`src/rtl/sa_pkg.sv`:
```
// Shared definitions for the systolic-array front end: sequencer states,
// default array geometry and the beat/flush counter width helper.
package sa_pkg;

  typedef enum logic [1:0] {
    IDLE,
    LOAD,
    STREAM,
    FLUSH
  } state_t;

  localparam int BIT_WIDTH = 8;
  localparam int ROWS      = 4;
  localparam int COLS      = 4;

  // Wide enough to hold a count of 0..n inclusive.
  function automatic int cntWidth(input int n);
    return (n < 1) ? 1 : $clog2(n + 1);
  endfunction

endpackage

```
`src/rtl/sa_input_sequencer_skew_line.sv`:
```
// Fixed-depth shift register used to delay one activation lane
// ({valid, data}) by its row's diagonal skew.
module skew_line #(
  parameter int depth = 1,
  parameter int width = 1
) (
  input  logic             i_clk,
  input  logic             i_rst_n,
  input  logic [width-1:0] i_d,
  output logic [width-1:0] o_q
);

  logic [width-1:0] r_stage [depth];

  always_ff @(posedge i_clk or negedge i_rst_n) begin
    if (!i_rst_n) begin
      for (int i = 0; i < depth; i++) r_stage[i] <= '0;
    end else begin
      r_stage[0] <= i_d;
      for (int i = 1; i < depth; i++) r_stage[i] <= r_stage[i-1];
    end
  end

  assign o_q = r_stage[depth-1];

endmodule

```
`src/rtl/sa_input_sequencer.sv`:
```
// Host-side feeder for a weight-stationary systolic array: shifts one weight
// tile down the columns, then streams skewed activation vectors into the rows.
module sa_input_sequencer
  import sa_pkg::*;
#(
  parameter int bit_width = BIT_WIDTH,
  parameter int rows      = ROWS,
  parameter int cols      = COLS
) (
  input  logic                      i_clk,
  input  logic                      i_rst_n,
  input  logic                      i_start,
  input  logic                      i_wt_valid,
  output logic                      o_wt_ready,
  input  logic [cols*bit_width-1:0] i_wt_data,
  input  logic                      i_act_valid,
  output logic                      o_act_ready,
  input  logic [rows*bit_width-1:0] i_act_data,
  input  logic                      i_act_last,
  output logic                      o_control,
  output logic [cols*bit_width-1:0] o_wt_col_out,
  output logic [rows*bit_width-1:0] o_data_row_out,
  output logic [rows-1:0]           o_data_row_vld,
  output logic                      o_busy,
  output logic                      o_done
);

  localparam int CW = cntWidth(rows);
  localparam logic [CW-1:0] LOAD_LAST  = CW'(rows - 1);
  localparam logic [CW-1:0] FLUSH_LAST = CW'((rows > 1) ? rows - 2 : 0);

  state_t                    r_state;
  state_t                    w_next;
  logic [CW-1:0]             r_count;
  logic                      r_done;
  logic                      r_control;
  logic [cols*bit_width-1:0] r_wtCol;
  logic                      w_wtAccept;
  logic                      w_actAccept;
  logic [rows*bit_width-1:0] w_injData;
  logic [bit_width:0]        w_laneQ [rows];

  assign w_wtAccept  = (r_state == LOAD)   && i_wt_valid;
  assign w_actAccept = (r_state == STREAM) && i_act_valid;

  always_comb begin
    w_next = r_state;
    case (r_state)
      IDLE:    if (i_start) w_next = LOAD;
      LOAD:    if (w_wtAccept && (r_count == LOAD_LAST)) w_next = STREAM;
      STREAM:  if (w_actAccept && i_act_last) w_next = (rows > 1) ? FLUSH : IDLE;
      FLUSH:   if (r_count == FLUSH_LAST) w_next = IDLE;
      default: w_next = IDLE;
    endcase
  end

  // One counter serves both phases: it restarts on every state change.
  always_ff @(posedge i_clk or negedge i_rst_n) begin
    if (!i_rst_n) begin
      r_state <= IDLE;
      r_count <= '0;
      r_done  <= 1'b0;
    end else begin
      r_state <= w_next;
      if (w_next != r_state) r_count <= '0;
      else if (w_wtAccept || (r_state == FLUSH)) r_count <= r_count + CW'(1);
      r_done <= ((r_state == STREAM) || (r_state == FLUSH)) && (w_next == IDLE);
    end
  end

  always_ff @(posedge i_clk or negedge i_rst_n) begin
    if (!i_rst_n) begin
      r_control <= 1'b0;
      r_wtCol   <= '0;
    end else begin
      r_control <= w_wtAccept;
      if (w_wtAccept) r_wtCol <= i_wt_data;
    end
  end

  assign w_injData = w_actAccept ? i_act_data : '0;

  // Lane r sits r+1 registers from acceptance, giving the diagonal wavefront.
  for (genvar g = 0; g < rows; g++) begin : g_lane
    skew_line #(
      .depth(g + 1),
      .width(bit_width + 1)
    ) u_skew (
      .i_clk  (i_clk),
      .i_rst_n(i_rst_n),
      .i_d    ({w_actAccept, w_injData[g*bit_width +: bit_width]}),
      .o_q    (w_laneQ[g])
    );
    assign o_data_row_out[g*bit_width +: bit_width] = w_laneQ[g][bit_width-1:0];
    assign o_data_row_vld[g]                        = w_laneQ[g][bit_width];
  end

  assign o_wt_ready   = (r_state == LOAD);
  assign o_act_ready  = (r_state == STREAM);
  assign o_busy       = (r_state != IDLE);
  assign o_done       = r_done;
  assign o_control    = r_control;
  assign o_wt_col_out = r_wtCol;

endmodule

```
`config.mk`:
```
export PLATFORM = sky130hd
export DESIGN_NAME = sa_input_sequencer
export DESIGN_NICKNAME = d
export VERILOG_FILES = /design/src/rtl/sa_pkg.sv /design/src/rtl/sa_input_sequencer_skew_line.sv /design/src/rtl/sa_input_sequencer.sv
export SDC_FILE = /design/constraint.sdc
export NUM_CORES = 1
export LEC_CHECK = 0
export CORE_ASPECT_RATIO = 0.7
export CORE_UTILIZATION = 45
export CTS_CLUSTER_SIZE = 10
export DETAILED_ROUTE_END_ITERATION = 12
export GPL_TIMING_DRIVEN = 0
export PLACE_DENSITY = 0.89
export REMOVE_ABC_BUFFERS = 1
export SYNTH_ARGS = -nofsm -noshare
export SYNTH_HDL_FRONTEND = slang
export SYNTH_SLANG_ARGS = --single-unit
```
`constraint.sdc`:
```
create_clock -name i_clk -period 1.68 [get_ports i_clk]
set_input_delay 0.42 -clock i_clk [delete_from_list [all_inputs] [get_ports i_clk]]
set_output_delay 0.42 -clock i_clk [all_outputs]
set_load 0.005 [all_outputs]
```
==> run summary, run 1 <==
Once the floorplan was initialized, standard cells occupied 47.6% of the core. At the pin with the least slew margin, the transition time is 0.555 ns. The clock reaches the later pin of the worst-skew pair after 0.40 ns.

Sequential elements use 74.7% of the synthesized area. The detailed-route DRC error count came out at 0. Excluding fillers, the count of instances in the completed layout stands at 529.

In the synthesized netlist the dominant register cell turns out to be dfrtp_1. The number of global-route vias before repair came out at 2560. The number of buffers added by the clock tree synthesis step came out at 17. The number of nets at the end of the flow is 469. The x dimension of the die came out at 116 µm. The reported leakage power is 3.47 nW. The startpoint of the worst-slack reg-to-reg timing path is r_count[1]. The signed area change from the synthesized netlist to the final layout is 51.7%. The critical path endpoint category is a primary output. Global routing consumed, over all layers together, 19.8% of the routing resources. In this run the most critical hold path is launched from g_lane[3].u_skew.r_stage[30].

The number of filler instances in the final layout came out at 591. The count of placed standard cells including taps came out at 483. The finished cells cover 6250 µm². In this run the worst setup path begins at r_state[1]. The total net switching power came out at 0.00251 W. The clock-pin slew reported for the worst setup and hold paths after clock tree synthesis came out at 0.06 ns. The final weighted congestion of routability-driven global placement came out at 0.763. The number of max-slew violations in the final report came out at 0. The clock tree synthesis step divided the H-tree into 4 levels. The first global-routing pass estimated 13200 µm of wire. The number of placed I/O pins is 143. The placed standard-cell area came out at 5460 µm². Setup repair after global routing could not meet its margin everywhere. The HPWL reported at the end of detailed placement is 5210 µm. The post-route clock period utilization came out at 98.3%.

The clock skew is 0.00682 ns. The critical path class is reg2out. Along the worst path, the maximum fanout reaches 4. TritonCTS built the clock tree. The flow ran to the end, and the final reports show no timing, DRC or antenna violations. The maximum number of pins on one net before global-route repair is 71. The number of distinct library cells after synthesis came out at 27. Cells fill 72.2% of the core in the end.

Across the VDD grid, the largest voltage drop is 1070 µV. The share of power burned in registers is 38.2%. The startpoint type of the worst setup path is a register.

The initial antenna violation count was 0. The minimum period implied by the final worst setup slack is 1.65 ns. The switching portion of total power came out at 24.7%. The mean routed wirelength per cell came out at 16.7 µm.

The async set-or-reset flop fraction in the synthesized netlist is 100%. The region available for standard cell placement spans 8650 µm². The worst slew slack as a fraction of its limit came out at 63.0%.

The top-area cell type share of the netlist area came out at 74.7%. In the synthesized netlist, the number of instances is 258. After synthesis, the most frequently instantiated cells are dfrtp_1, and3_1, mux2_2.

The tool flagged a number of max-cap violations equal to 0. The total of buffers placed on input and output ports came out at 142. The number of antenna diodes is 0. The floorplan die area came out at 9540 µm². STA puts the critical path data required time at 1.26 ns.

The clock tree buffer depth is 2. The maximum operating frequency is 0.605 GHz. The fraction of layout instances using a drive strength above 1 came out at 22.2%. The DRC violation total after the first TritonRoute iteration is 89. The part of the total power dissipated in the clock network is 39.8%. The vertical die dimension came out at 82.0 µm. The final-report setup violation count came out at 0. Data on the critical path arrives at its endpoint at 1.23 ns. The clock sink count came out at 123. In this run, synthesis inferred 0 flip-flops with an integrated enable. Dividing total power by cell area gives a power density of 1630 nW/µm².

The overall power consumption is 0.0102 W. In this run, synthesis produced a sequential element count of 123. The first-pass iteration count of the detailed router is 4. Combinational logic burns 22.1% of the power. The global-route congestion overflow total came out at 0. The synthesis warning total came out at 0. The total length of routed wires came out at 8830 µm. After synthesis, the cell types taking the most area are dfrtp_1, mux2_2, buf_4, and3_1, ha_1. The number of nets with antenna violations after detailed routing came out at 0. The detailed router placed 2452 vias in this run. After detailed routing, the number of vias per cell comes to 4.64. Summed over all instances, the cell type with the most area after synthesis is dfrtp_1. The tightest min-delay check is of the reg2reg type. The floorplan has 28 rows. The tree is rooted in a clkbuf_16.

The internal power summed over all cells came out at 0.00766 W. Yosys instantiated no cell more often than dfrtp_1. The post-synthesis area per instance is 16.0 µm².

The total count of hold-check failures in the final report came out at 0. The cell area that synthesis handed to floorplanning was 4120 µm².
[power groups by stage]
stage               combinational, W  clock, W  sequential (W)
global placement             0.00222         0         0.00389
global route                 0.00246   0.00425         0.00395
CTS                          0.00222   0.00412         0.00388
floorplan                   0.000833         0         0.00393
detailed placement           0.00231         0         0.00393
finish                       0.00224   0.00404         0.00388
[registers in the layout, summed over array words and instances, names as in the netlist]
register               count
o_control                  1
g_lane.u_skew.r_stage     48
r_count                    3
g_lane.u_skew.o_q         36
o_done                     1
r_state                    2
o_wt_col_out              32
[routing by layer]
layer | vias to the layer above | GRT usage, % | share of wire, % | wire length (µm)
li1 | 1114 | - | - | -
met1 | 1224 | 23.6 | 42 | 3690
met2 | 102 | 32.0 | 50 | 4410
met3 | 12 | 7.23 | 6.8 | 603
met4 | 0 | 10.3 | 1.4 | 125
met5 | - | 0 | 0 | 0
[metrics by stage]
stage          hold WS [ns]  setup slack (ns)  setup TNS, ns
5_1_grt               0.346           -0.0184        -0.0315
2_1_floorplan         0.124             0.118              0
3_3_place_gp          0.331             -4.21        -535.33
6_report              0.340            0.0280              0
4_1_cts               0.345           -0.0322        -0.0322
3_5_place_dp          0.335            -0.918         -22.44
[worst max-delay path: stages (launching register included)]
cell	delay (ns)
dfrtp_2	0.45
or2_4	0.26
buf_6	0.11
[cell families after synthesis]
logic type / count (synthesis) / share of synthesized area [%]
flip-flops: 123 / 74.7
AND/OR/NAND/NOR: 47 / 7.08
buffers and inverters: 43 / 6.69
multiplexers: 33 / 8.99
AO/OA/AOI/OAI: 8 / 1.37
adder cells (fa/ha/maj): 3 / 0.912
XOR/XNOR: 1 / 0.213
[layout by cell type, fill, tap and decap left out, types with 2 or more instances in the layout]
master	instances
and3_1	33
clkbuf_2	2
clkinvlp_4	3
dlymetal6s2s_1	20
clkbuf_16	17
inv_1	4
buf_4	11
ha_1	3
bufinv_16	5
buf_6	3
nand2b_1	2
mux2_2	32
dfrtp_2	2
a21oi_1	3
clkbuf_8	2
clkinv_4	2
dlygate4sd2_1	44
inv_6	3
clkdlybuf4s50_1	73
nand3_1	2
nor2_4	2
dfrtp_1	121
[timing repair]
item                       4_1_cts  5_1_grt
gates cloned                     1        0
setup buffers                    9        3
pin swaps                        1        0
gates resized for setup         61       27
setup endpoints to repair      116       43
hold buffers                     1        0
hold endpoints to repair        53        0
[cell type report]
type | count | area [µm²] | area share (%)
Clock buffer | 20 | 457 | 7.31
Clock inverter | 12 | 209 | 3.34
Tap cell | 120 | 150 | 2.40
Inverter | 5 | 22.5 | 0.361
Timing Repair Buffer | 156 | 1540 | 24.6
Multi-Input combinational cell | 93 | 793 | 12.7
Sequential cell | 123 | 3080 | 49.3
[worst paths after layout]
path / end / slack (ns) / cells past startpoint
min in group asynchronous: g_lane[3].u_skew.r_stage[16] / 0.55 / 2
worst max-delay path: o_busy / 0.03 / 2
worst max register to register: r_count[2] / 0.15 / 5
worst min register to register: g_lane[3].u_skew.r_stage[21] / 0.34 / 0
worst min-delay path: g_lane[3].u_skew.r_stage[21] / 0.34 / 0
max in group asynchronous: r_state[1] / 0.41 / 3
No activity file was read; power rests on OpenSTA's default activity.
==> run 2, diff against run 1 <==
- CORE_ASPECT_RATIO: 0.7 -> 0.75
==> run 2 against run 1 <==
  * The run now ends with setup timing left
  * Combinational power barely moved
  * Via count fell by 1.4%
  * Design area fell by 0.54%
  * Utilization fell by 0.55 points
  * Setup slack got worse by 0.074 ns
  * Clock-buffer cell count fell by 3
  * Die area barely moved
  * Fmax fell by 4.3%
  * Non-clock buffer count fell by 3
  * Cell count fell by 2.8%
  * Sequential cell count did not move
  * Clock power fell by 9.9%
==> run summary, run 2 (synthesized netlist as in run 1, its figures left out) <==
The flow ran to the end, but the final reports show violations. The checks that failed: setup timing. The clock sink count came out at 123 (unchanged). The total of max-cap violations was 0 (unchanged). The DRC violation total after the first TritonRoute iteration is 100 (+12%). The mean routed wirelength per cell came out at 16.7 µm (+0.40%). STA classifies the critical path endpoint as a primary output. The final setup slack of the worst path is -0.0455 ns (-0.0735 ns).

The number of global-route vias before repair is 2620 (+2.3%). The worst setup path is launched from a register. The combined global-route utilization of all metal layers was 18.8% (-1.0 points). The total length of routed wires is 8610 µm (-2.4%). The tree is rooted in a clkbuf_16. The total count of hold-check failures in the final report is 0 (unchanged). The number of antenna diodes came out at 0 (unchanged). The data arrival time of the critical path came out at 1.31 ns (+0.08 ns). The total of buffers placed on input and output ports was 142 (unchanged). The number of filler instances in the final layout came out at 550 (-6.9%). The total vias in the final route is 2418 (-1.4%).

The worst hold path belongs to the class reg2reg. The clock-pin slew reported for the worst setup and hold paths after clock tree synthesis came out at 0.06 ns (about the same). The post-route clock period utilization is 103% (+4.4 points). The initial antenna violation count was 0 (unchanged). The maximum operating frequency was 0.580 GHz (-4.3%). Setup repair after global routing could not meet its margin everywhere. The count of placed standard cells including taps is 471 (-2.5%). The maximum number of pins on one net before global-route repair is 102 (+44%). The largest individual stage delay along the critical path comes from the cell dfrtp_2. The detailed-route DRC error count is 0 (unchanged).

Traced cell by cell, the critical path runs through buf_6 -> or2_4 -> buf_6. The area of the core is 8670 µm² (+0.22%). The part of the total power dissipated in the clock network is 37.3% (-2.5 points). The number of max-slew violations in the final report came out at 0 (unchanged).

The worst slew slack as a fraction of its limit is 54.0% (-9.0 points). The x dimension of the die came to 112 µm (-3.3%). The number of nets at the end of the flow is 466 (-0.64%). The count of placed standard cells in the final layout, fillers left out is 514 (-2.8%). The first-pass iteration count of the detailed router was 4 (unchanged). The share of power burned in registers is 39.7% (+1.5 points). The HPWL reported at the end of detailed placement is 5210 µm (-0.14%).

The starting density of the core is 47.5% (-0.10 points). Leaving out fill and tap cells, the most frequent cells in the layout are dfrtp_1, clkdlybuf4s50_1, dlymetal6s2s_1. The average vias per placed instance is 4.70 (+1.5%). The final-report setup violation count came to 1 (+1). TritonCTS built the clock tree. The number of placed I/O pins is 143 (unchanged). The number of flip-flops under the largest register name is 48 (unchanged). The floorplan die area is 9540 µm² (about the same). The critical path required time came out at 1.26 ns (about the same). The placement-stage worst setup slack is -0.858 ns (+0.0606 ns). The minimum period implied by the final worst setup slack was 1.73 ns (+0.0735 ns). The worst hold margin was 0.346 ns (+0.00649 ns). The clock latency on the worst-skew pair came out at 0.40 ns (about the same). The reported leakage power is 3.56 nW (+2.7%). The largest stage delay on the critical path is 0.43 ns (-0.02 ns). The clock skew is 0.00823 ns (+0.00142 ns).

The library cell used most frequently in the layout, excluding fill and tap cells, is dfrtp_1. The maximum net fanout on the critical path came out at 4 (unchanged). The H-tree depth reported by CTS came out at 4 (unchanged).

The global-route congestion overflow total came to 0 (unchanged). The site row count is 29 (+3.6%). The fraction of layout instances using a drive strength above 1 is 21.7% (-0.57 points). The worst setup path is of the reg2out kind. The total net switching power is 0.00256 W (+1.9%).

The number of nets with antenna violations after detailed routing came out at 0 (unchanged). The number of buffers added by the clock tree synthesis step was 17 (unchanged). The total power divided by cell area came to 1570 nW/µm² (-3.5%).

The proportion of power drawn by combinational gates is 23.0% (+0.9 points). The final weighted congestion of routability-driven global placement came out at 0.795 (+4.2%). g_lane.u_skew.r_stage holds more flip-flops than any other register.

The internal power summed over all cells is 0.00720 W (-5.9%). The peak supply drop is 939 µV (-12%). The switching portion of total power came out at 26.2% (+1.5 points).

The wire length of the first global-routing pass is 13300 µm (+1.3%). The vertical die dimension is 84.8 µm (+3.4%). The measured slew at the worst slew-check pin came to 0.690 ns (+0.134 ns).

The signed area change from the synthesized netlist to the final layout came out at 50.9%. The cell with the most instances on the worst path is buf_6. The clock tree buffer depth is 2 (unchanged).
[run 2: cell types whose count changed in the layout (fill, tap and decap cells not counted), sizes merged]
| cell | delta |
|---|---|
| buf | -4 |
| inv | +7 |
| bufinv | -3 |
| dlygate4sd2 | -23 |
| clkinvlp | -1 |
| clkbuf | -3 |
| clkdlybuf4s50 | +7 |
| dlymetal6s2s | +17 |
[run 2: cell type report]
cell class / count / area, µm² / area share (%)
Clock inverter: 15 / 176 / 2.84
Inverter: 5 / 18.8 / 0.302
Tap cell: 108 / 135 / 2.17
Sequential cell: 123 / 3080 / 49.6
Clock buffer: 17 / 425 / 6.85
Timing Repair Buffer: 153 / 1590 / 25.6
Multi-Input combinational cell: 93 / 788 / 12.7
[run 2: routing by layer]
layer	GRT usage (%)	up-vias	routed length [µm]
li1	-	1107	-
met1	22.8	1212	3540
met2	32.2	93	4600
met3	5.43	6	382
met4	7.39	0	83
met5	0	-	0
[run 2: final timing paths]
kind / slack (ns) / cells past startpoint / end / startpoint
max reg2reg: 0.10 / 6 / r_count[2] / r_state[0]
min: 0.35 / 0 / g_lane[3].u_skew.r_stage[10] / g_lane[3].u_skew.r_stage[19]
min reg2reg: 0.35 / 0 / g_lane[3].u_skew.r_stage[10] / g_lane[3].u_skew.r_stage[19]
min in group asynchronous: 0.46 / 2 / g_lane[3].u_skew.r_stage[29] / i_rst_n
max: -0.05 / 3 / o_busy / r_state[0]
max in group asynchronous: 0.46 / 3 / r_state[1] / i_rst_n
[run 2: repair_timing]
item,in CTS,in global routing
pin swaps,1,1
cloned,1,0
gates resized for setup,34,43
setup endpoints to repair,93,41
hold endpoints to repair,22,0
hold buffers,1,0
setup buffers,7,3
[run 2: worst max-delay path: cells and delay by family, from the launching register on]
family / cells / cell delay [ns]
simple gates: 1 / 0.24
flops: 1 / 0.43
buf+inv: 2 / 0.24
[run 2: power groups by stage]
stage | registers [W] | logic, W | clock network, W
2_1_floorplan | 0.00393 | 0.000833 | 0
3_3_place_gp | 0.00388 | 0.00222 | 0
3_5_place_dp | 0.00393 | 0.00230 | 0
4_1_cts | 0.00389 | 0.00229 | 0.00372
5_1_grt | 0.00395 | 0.00242 | 0.00389
6_report | 0.00388 | 0.00224 | 0.00364
[run 2: through the flow]
step / instance area (µm²) / power [W] / util (%) / setup TNS (ns)
2_1_floorplan: 3860 / 0.00476 / - / 0
3_3_place_gp: 5420 / 0.00610 / 62.5 / -533.52
3_5_place_dp: 5450 / 0.00623 / 62.8 / -22.21
4_1_cts: 6100 / 0.00990 / 70.4 / -0.365
5_1_grt: 6210 / 0.0103 / 71.6 / -0.100
6_report: 6210 / 0.00976 / 71.6 / -0.0455
==> run 3, diff against run 2 <==
- ABC_AREA: not set -> 0
- PLACE_DENSITY: 0.89 -> 0.88
- SYNTH_HIERARCHICAL: not set -> 1
- clock period: 1.68 -> 1.9 ns (I/O delays scaled with it)
==> run 3 against run 2 <==
  * The flow now finishes without violations
  * Non-clock buffer count down 4
  * Via count decreased by 2.3%
  * Total power is 11% lower
  * Critical path depth unchanged
  * Worst hold slack got worse by 0.31 ns
  * Synthesized cell count rose by 0.39%
  * Clock power is 13% lower
==> run summary, run 3 <==
The run finished with clean final reports. The finished layout cell area came out at 6280 µm² (+1.1%). The area of the core is 9160 µm² (+5.6%). The worst setup path is captured at a primary output. The clock skew came to 0.00647 ns (-0.00176 ns).

The number of max-slew violations in the final report came to 0 (unchanged). The number of global-route vias before repair was 2523 (-3.7%). The met2 routed wirelength is 4160 µm (-9.6%). The H-tree depth reported by CTS was 4 (unchanged). The most flop-heavy register is g_lane.u_skew/r_stage. The post-synthesis area per instance came to 16.5 µm² (+3.6%).

The site row count came to 30 (+3.4%). The detailed-route DRC error count is 0 (unchanged). The synthesis warning total came out at 6 (+6). The core utilization of the finished layout is 68.6% (-3.1 points). The async set-or-reset flop fraction in the synthesized netlist came out at 100% (unchanged). The number of nets at the end of the flow came out at 462 (-0.86%). The maximum net fanout on the critical path is 3 (-1). The vertical die dimension is 86.5 µm (+1.9%). The signed area change from the synthesized netlist to the final layout came out at 46.7%. In the post-synthesis netlist, the biggest area contributors are dfrtp_1, mux2_1, and3_1, buf_4, mux4_2.

The number of distinct library cells after synthesis is 23 (-15%). The top-area cell type share of the netlist area is 75.4% (+0.62 points). The final weighted congestion of routability-driven global placement is 0.796 (+0.19%).

The clock tree buffer depth came out at 2 (unchanged). Setup repair after global routing left no endpoint under its margin. The initial antenna violation count was 0 (unchanged). The length of routed met3 wiring came to 392 µm (+2.6%). The number of nets with antenna violations after detailed routing is 0 (unchanged). The most frequent standard cell in the layout excluding fill and tap cells is clkdlybuf4s50_1. The clock sink count came to 129 (+4.9%). The reported leakage power is 3.02 nW (-15%). Yosys instantiated no cell more often than dfrtp_1.

The clock latency on the worst-skew pair is 0.40 ns (about the same). The fraction of layout instances using a drive strength above 1 came to 12.4% (-9.2 points). Summed over all instances, the cell type with the most area after synthesis is dfrtp_1. The average vias per placed instance came to 4.46 (-5.2%). The number of buffers added by the clock tree synthesis step was 17 (unchanged).

The total power divided by cell area came out at 1390 nW/µm² (-12%). The total length of routed wires was 7900 µm (-8.3%). The starting density of the core came out at 46.8% (-0.72 points).

The post-route clock period utilization is 96.1%. Counting instances in the post-synthesis netlist gives the leading cell types as dfrtp_1, and3_1, mux2_1. The critical path goes through buf_4 -> nor2b_1 -> dlygate4sd2_1. The total vias in the final route came out at 2363 (-2.3%).

The DRC violation total after the first TritonRoute iteration is 75 (-25%). The mean routed wirelength per cell came out at 14.9 µm (-11%). The HPWL reported at the end of detailed placement came out at 5280 µm (+1.3%).

The placed standard-cell area came out at 5660 µm² (+3.8%). TritonCTS built the clock tree. The share of the yosys chip area belonging to registers is 75.4% (+0.62 points). The total of max-cap violations came out at 0 (unchanged). The floorplan die area was 9920 µm² (+3.9%). The first-pass iteration count of the detailed router came out at 2 (-2). The wire length on met1 is 3220 µm (-8.9%). The clock-pin slew reported for the worst setup and hold paths after clock tree synthesis came out at 0.06 ns (about the same). The worst setup path is launched from a register. The cell at the root of the clock tree is clkbuf_16.

The measured slew at the worst slew-check pin came out at 0.965 ns (+0.276 ns). The netlist area before placement is 4280 µm² (+4.0%). The minimum period implied by the final worst setup slack came out at 1.83 ns. The critical path required time came out at 1.42 ns (+0.16 ns). The final-report setup violation count is 0 (-1). The path depth of the worst reg2reg path is 5 (-1). The data arrival time of the critical path is 1.35 ns (+0.04 ns). The worst slew slack as a fraction of its limit is 35.7% (-18 points). By startpoint and endpoint, the worst setup path is classified as reg2out.

The peak supply drop is 684 µV (-27%). The cell with the largest stage delay on the worst path is dfrtp_2. The total of buffers placed on input and output ports is 142 (unchanged). The number of flip-flops and latches in the synthesized netlist is 129 (+4.9%). The total count of hold-check failures in the final report came out at 0 (unchanged).

The worst hold margin came out at 0.0315 ns (-0.315 ns). The maximum number of pins on one net before global-route repair came out at 74 (-27%). The library cells used most frequently in the layout, excluding fill and tap cells, are clkdlybuf4s50_1, dfrtp_1, and3_1.

The count of mapped cells out of synthesis is 259 (+0.39%). The wire length of the first global-routing pass is 12700 µm (-4.7%). The reg-to-reg setup timing slack came out at 0.14 ns (+0.04 ns).

The highest metal layer carrying signal wires in the routed design is met4. The class of the most critical hold timing path is in2async. The number of hold buffers added after CTS came out at 0 (-1).

The number of antenna diodes came out at 0 (unchanged). The number of flip-flops under the largest register name is 54 (+13%). For this run, the leading register cell type out of synthesis is dfrtp_1. The x dimension of the die came out at 115 µm (+2.0%). The final setup slack of the worst path came to 0.0740 ns (+0.119 ns). The global-route congestion overflow total came out at 0 (unchanged). The maximum operating frequency is 0.548 GHz.

The number of flops mapped to enable cells by yosys came out at 0 (unchanged). The largest stage delay on the critical path is 0.44 ns (about the same). The combined global-route utilization of all metal layers came to 17.6% (-1.2 points). The placement-stage worst setup slack is -0.729 ns (+0.129 ns). The number of placed I/O pins is 143 (unchanged).
[run 3: cell types whose count changed after synthesis, sizes merged, moves of 2 or more]
cell | previous run | this run
inv | 5 | 3
o21ai | 2 | 0
buf | 33 | 36
nand3 | 2 | 0
mux4 | 0 | 2
nor2 | 2 | 4
and2 | 1 | 3
nand2b | 2 | 0
a21oi | 3 | 1
a211oi | 0 | 2
dfrtp | 123 | 129
clkbuf | 5 | 2
[run 3: metal layers]
metal  vias to the layer above  track usage (%)
li1                       1093                -
met1                      1185             21.2
met2                        75             29.1
met3                        10             5.66
met4                         0             7.91
met5                         -                0
[run 3: logic make-up after synthesis]
logic type	Yosys count	share of synthesized area [%]
buffers and inverters	41	6.51
DFF	129	75.4
adders and majority gates	3	0.877
muxes	34	9.47
xor gates and xnor gates	1	0.205
AOI/OAI and AO/OA	4	0.672
and+or+nand+nor	47	6.89
[run 3: timing repair]
item,CTS,global route
endpoints found under the setup margin,7,2
setup buffers,4,1
resized for setup,9,3
[run 3: worst paths after layout]
check	start	to
min in group i_clk	g_lane[1].u_skew/r_stage[16]	g_lane[1].u_skew/o_q[7]
max reg2reg	r_count[0]	r_count[2]
min reg2reg	g_lane[1].u_skew/r_stage[16]	g_lane[1].u_skew/o_q[7]
min	i_rst_n	g_lane[3].u_skew/o_q[3]
max in group asynchronous	i_rst_n	g_lane[1].u_skew/r_stage[16]
max	r_state[0]	o_wt_ready
[run 3: per-stage QoR]
| stage | instances | power (W) | setup TNS, ns |
|---|---|---|---|
| 2_1_floorplan | 221 | 0.00426 | 0 |
| 3_5_place_dp | 493 | 0.00557 | -12.27 |
| 4_1_cts | 529 | 0.00885 | 0 |
| 6_report | 530 | 0.00872 | 0 |
| 3_3_place_gp | 491 | 0.00543 | -581.21 |
| 5_1_grt | 530 | 0.00917 | 0 |
[run 3: final cells by class]
cell class | instances | area [µm²]
sequential | 129 | 3230
fill | 659 | 2880
timing repair buffer | 149 | 1500
multi-input combinational | 89 | 783
clock buffer | 19 | 443
tap | 128 | 160
clock inverter | 13 | 154
inverter | 3 | 11.3
[run 3: report_power, final]
part / internal (W) / switching (W)
clock network: 0.00199 / 0.00118
registers: 0.00329 / 0.000261
logic: 0.00129 / 0.000694
[run 3: worst max-delay path: cells and delay by family (launching register included)]
kind / cells / cell delay, ns
DFF: 1 / 0.44
buffers and inverters: 2 / 0.40
and+or+nand+nor: 1 / 0.12
